### src/rtl/sprite_anim_seq.sv
// sprite_anim_seq: frame-timed sprite animation sequencer with loop, ping-pong, one-shot and hold modes
module sprite_anim_seq #(
  parameter int NUM_FRAMES = 4,
  parameter int DATA_W = 24,
  parameter int PERIOD_W = 22,
  localparam int IW = NUM_FRAMES > 1 ? $clog2(NUM_FRAMES) : 1
) (
  input  logic                         Clk,
  input  logic                         Reset,
  input  logic                         start,
  input  logic                         enable,
  input  logic [1:0]                   mode,
  input  logic [PERIOD_W-1:0]          period,
  input  logic [NUM_FRAMES*DATA_W-1:0] frames_din,
  output logic [DATA_W-1:0]            pixel_dout,
  output logic [IW-1:0]                frame_idx,
  output logic                         busy,
  output logic                         seq_done,
  output logic                         cycle_wrap
);
  localparam logic [IW-1:0] LAST = IW'(NUM_FRAMES - 1);
  typedef enum logic [1:0] {IDLE, RUN, DONE} state_t;
  state_t state, state_n;
  logic [PERIOD_W-1:0] cnt, cnt_n, pmax;
  logic [IW-1:0] idx_n, step;
  logic dir, dir_n, done_n, wrap_n, adv, last, up;
  always_ff @(posedge Clk) begin
    if (Reset) begin
      state <= IDLE;
      cnt <= '0;
      frame_idx <= '0;
      dir <= 1'b0;
      seq_done <= 1'b0;
      cycle_wrap <= 1'b0;
    end else begin
      state <= state_n;
      cnt <= cnt_n;
      frame_idx <= idx_n;
      dir <= dir_n;
      seq_done <= done_n;
      cycle_wrap <= wrap_n;
    end
  end
  always_comb begin
    pmax = (period == '0) ? '0 : period - 1'b1;
    adv = state == RUN && enable && mode != 2'b11 && cnt >= pmax;
    last = frame_idx == LAST;
    up = dir ? frame_idx == '0 : !last;
    step = up ? frame_idx + 1'b1 : frame_idx - 1'b1;
    state_n = state;
    cnt_n = cnt;
    idx_n = frame_idx;
    dir_n = dir;
    done_n = 1'b0;
    wrap_n = 1'b0;
    if (start) begin
      state_n = RUN;
      cnt_n = '0;
      idx_n = '0;
      dir_n = 1'b0;
    end else if (state == RUN && enable) begin
      cnt_n = (mode == 2'b11 || adv) ? '0 : cnt + 1'b1;
      if (adv && mode == 2'b00) begin
        idx_n = last ? '0 : frame_idx + 1'b1;
        wrap_n = last;
      end
      if (adv && mode == 2'b01) begin
        idx_n = NUM_FRAMES == 1 ? '0 : step;
        dir_n = NUM_FRAMES == 1 ? 1'b0 : step == LAST ? 1'b1 : step == '0 ? 1'b0 : !up;
        wrap_n = NUM_FRAMES == 1 || step == '0;
      end
      if (adv && mode == 2'b10) begin
        idx_n = last ? frame_idx : frame_idx + 1'b1;
        state_n = last ? DONE : RUN;
        done_n = last;
      end
    end
  end
  assign busy = state == RUN;
  assign pixel_dout = frames_din[int'(frame_idx)*DATA_W +: DATA_W];
endmodule

### config.mk
export PLATFORM = sky130hd
export DESIGN_NAME = sprite_anim_seq
export DESIGN_NICKNAME = d
export VERILOG_FILES = /design/src/rtl/sprite_anim_seq.sv
export SDC_FILE = /design/constraint.sdc
export NUM_CORES = 1
export LEC_CHECK = 0
export CORE_MARGIN = 10
export CORE_UTILIZATION = 36
export DETAILED_ROUTE_END_ITERATION = 7
export PLACE_DENSITY = 0.76
export SLEW_MARGIN = 30
export SYNTH_ARGS = -nofsm -noshare
export SYNTH_HDL_FRONTEND = slang
export SYNTH_SLANG_ARGS = --single-unit
### constraint.sdc
create_clock -name Clk -period 4.12 [get_ports Clk]
set_clock_uncertainty 0.1 [all_clocks]
set_input_delay 0.412 -clock Clk [delete_from_list [all_inputs] [get_ports Clk]]
set_output_delay 0.412 -clock Clk [all_outputs]
set_load 0.02 [all_outputs]
# Word level (Yosys, flattened, before mapping)
# Cells that the tools add are included.
# op_classes
addsub,4
multipliers,1
div,0
magnitude_cmp,1
eq_ne,8
shifts,1
muxes,17
bitwise_logic,2
n_reduce_logical,23
# ops
cell,count
$shiftx 96x8->24,1
$mux 22,2
$add 22x1->22 const B,1
$ge 22x22->1,1
$logic_not 22->1,1
$sub 22x1->22 const B,1
$mux 2,7
$eq 2x2->1 const B,4
$mux 1,8
$logic_and 1x1->1,6
$logic_not 2->1,3
$reduce_and 2->1,3
$eq 2x1->1 const B,2
$mul 2x2->4 const B,1
$ne 2x2->1 const B,2
$reduce_bool 2->1,2
$reduce_or 4->1,1
$reduce_and 3->1,1
$reduce_bool 3->1,1
$reduce_or 3->1,1
$add 2x1->2 const B,1
$logic_not 1->1,2
$not 1->1,2
$reduce_or 2->1,1
2 further kinds,2
# totals
regBits,29
latch_bits,0
ram_bits,0
romBits,0
in_bits,124
out_inout_bits,29
memories,0

# Depth between registers and ports, before layout
# depth
ltp_word,8
depth_mapped,17

# Worst setup path after synthesis
# No wires, ideal clock.
# synth_timing
kind,input to register
startpoint,in period[5]
endpoint,reg cnt[12]
setup_time_ns,0.128
arrival_ns,4.041
t_required_ns,3.892
slack_ns,-0.148
path_stages,17
n_path_buf,2
path_cell_list,or4_4 > nor3_2 > nand3_1 > or4_4 > or3_1 > nor3_1 > a21oi_1 > ha_1 > nand4_1 > nor4_1 > a22o_1 > a311oi_1 > nand3_1 > a21o_1 > clkbuf_1 > buf_1 > nor2_1
# synth_via
elab_chain_cells,6
word_cells_on_any_way,7
classes_between,add/sub (1); order compare (1); mux (2); reduce/logical (3)
# synth_lines
item,line_no,source
from (decl),13,"input logic [PERIOD_W-1:0] period,"
$sub 22x1->22 or $logic_not 22->1 (tied branches),45,pmax = (period == '0) ? '0 : period - 1'b1;
$mux 22 (*),45,
$ge 22x22->1 (*),46,adv = state == RUN && enable && mode != 2'b11 && cnt >= pmax;
$logic_and 1x1->1 (*),46,
$logic_or 1x1->1 (*),62,cnt_n = (mode == 2'b11 || adv) ? '0 : cnt + 1'b1;
$mux 22 (*),62,
to (signal assigned),37,cnt <= cnt_n;
to (decl),24,"logic [PERIOD_W-1:0] cnt, cnt_n, pmax;"
# Mark *: on every way between the ends. The rest lies on a longest branch, timed or not.
# A chain may end at the register's enable or synchronous reset.

# Worst setup path after layout
# layout_timing
startpoint,in period[12]
endpoint,reg cnt[4]
# The elaborated chain is that of the path after synthesis.

==> results.cfg <==
[route]
wl_um = 11600
vias = 3266
antenna_left = 0
wl_per_cell_um = 18.7
viasPerCell = 5.25
firstDrtPassIters = 4
drt-initial-drc-count = 117
drc = 0

[placed_design]
dp.cells = 604
dpl_cell_area_um2 = 4720
pre_cts_ws_ps = -579
gp_congestion = 0.877
io_buffers = 152
hpwl_um = 9470

[setup_path]
endpoint_kind = flip-flop
rr_endpoint = cnt[4]
critPathLaunchType = input port
rrSetupSlack_ps = 1510
crit_type = in -> reg
crit_path_end = cnt[4]
cp.arrival_ps = 4280
cp.required_ps = 4240
r2r-start = cnt[0]
r2r_cells = 11
cp_max_fo = 9
crit_start = period[12]

[yosys]
ys_dominant_reg_cell = dfxtp_1
ys_types = 39
avgSynthCellArea_um2 = 8.64
netlist_instances = 328
synth_warnings = 0
synth_edf_count = 0
ys_ff_latch = 29
async_flop_share = 0
synth_nets = 478
yosysSeqAreaShare = 0.205
syn-cell-area_um2 = 2840

[layout]
final_cell_mix = 145 x clkdlybuf4s50_1, 45 x nand2_1, 36 x buf_4
finalNonFillerCells = 622
drive_above_1_share = 0.227
ff_latch_area_um2 = 584
stdcell_area_um2 = 5120
fillers = 624
fin_nets = 669
final_common_cell = clkdlybuf4s50_1
syn_to_final_growth_pct = 80.5
n_antenna_cell = 0
multi_input_comb_area_um2 = 2370

[sta]
setup_viol = 14
post-route-period-util = 1.01
finalHoldViolCount = 0
finalWorstSetupSlack_ps = -37.5
whs_ps = 410
period_needed_ps = 4160
max_slew_margin = 0.583
max_slew.worst_pin.slew_ps = 624
slew_violations = 0
clock.fmax_mhz = 241
rsz0062_at_grt = yes

[clock_network]
h-tree-depth = 2
clk_latency_ps = 280
cts_tree = done
cts-buffers-inserted = 5
cts_hold_buf = 0
clockRootBuffer = clkbuf_8
cts.clk_slew.worst_paths_ps = 60
cts_sinks = 29
clock_tree.buffer_depth = 2

[power]
ir_drop_mv = 0.106
p_per_area_nw_per_um2 = 162
power_leakage_nw = 2.00

[outcome]
violations = setup timing
status = finished with violations

[floorplanning]
start_util = 0.369
fp.dieH_um = 109
core_um2 = 7690
dieArea_um2 = 11800
io_pins = 153
row_count = 32
die_x_um = 109

[grt]
antenna_found_initial = 0
grt_usage = 0.184
grt_pass1_wl_um = 17300
first_global_vias = 3426
overflow = 0
grt_start_max_net_pins = 30

[hold_path]
min-delay-path-class = reg -> reg

[job]
max_cap_violations = 0
-- Yosys cell counts, drive strengths merged, types with 3 or more instances --
cell type   n  area, µm²
inv        10       37.5
o21ai       6       30.0
and3        5       31.3
a21o        6       45.0
nor3       12       65.1
nand2      46        175
nand4       6       37.5
nor2       39        146
nand2b      4       25.0
or4         5       45.0
dfxtp      29        581
xor2       23        201
nor2b       3       18.8
or3         5       31.3
ha         26        325
a21oi      23        115
nor4        4       25.0
nand3      11       55.1
buf         5       26.3
xnor2      11       96.3
mux4       24        541
clkbuf      5       18.8
-- per-layer routing --
metal | track usage | share of wire
met1 | 0.200 | 0.38
met2 | 0.339 | 0.55
met3 | 0.0614 | 0.058
met4 | 0.0386 | 0.020
met5 | 0 | 0
-- kinds of logic after synthesis --
family | after synthesis | synth area share
simple gates | 147 | 0.250
compound gates | 46 | 0.0984
xor+xnor | 34 | 0.105
flops | 29 | 0.205
mux | 26 | 0.198
fa+ha+maj | 26 | 0.115
buf+inv | 20 | 0.0291
-- through the flow --
stage | power [W] | setup TNS (ps) | util
2_1_floorplan | 0.000367 | -3.27 | -
3_3_place_gp | 0.000544 | -10930 | 0.614
3_5_place_dp | 0.000552 | -14830 | 0.614
4_1_cts | 0.000815 | -1500 | 0.639
5_1_grt | 0.000867 | -2580 | 0.666
6_report | 0.000827 | -418 | 0.666
-- power breakdown --
group | internal [W] | total, W | switching (W)
registers | 0.000281 | 0.000282 | 0.00000113
clock network | 0.000151 | 0.000264 | 0.000113
logic | 0.000180 | 0.000281 | 0.000101
-- registers in the layout, indices dropped and copies added, names as in the netlist --
name	cells
cnt	22
frame_idx	2
state	2
cycle_wrap	1
dir	1
seq_done	1
-- layout make-up --
| class | count | share of cell area |
|---|---|---|
| Multi-Input combinational cell | 279 | 0.463 |
| Timing Repair Buffer | 194 | 0.370 |
| Sequential cell | 29 | 0.114 |
| Tap cell | 102 | 0.0249 |
| Clock buffer | 7 | 0.0188 |
| Inverter | 10 | 0.00733 |
| Clock inverter | 1 | 0.000978 |
-- critical path, cell delays in order --
cell	delay [ps]
clkdlybuf4s50_1	420
or4_4	430
or4_4	510
or3_4	370
buf_6	130
a21oi_2	110
ha_1	250
nand4_1	170
nor4_4	90
a22o_1	230
a311oi_4	380
nand3_2	150
buf_6	150
a21o_4	220
buf_12	150
nor2_2	100
-- timing repair --
item | in CTS | in global routing
pin swaps | 15 | 32
endpoints found under the setup margin | 29 | 29
gates cloned | 0 | 2
resized for setup | 27 | 38
buffers inserted | 5 | 4
-- worst min path at each step --
stage	startpoint	end	slack (ps)	cells after the start
after floorplan	state[0]	state[0]	350	2
after global placement	state[0]	state[0]	370	2
after detailed placement	cnt[1]	cnt[1]	390	2
after CTS	cnt[1]	cnt[1]	400	2
after global routing	state[1]	state[1]	440	1
final	state[1]	state[1]	410	1
Note: power is estimated with default switching activity, not from simulation.
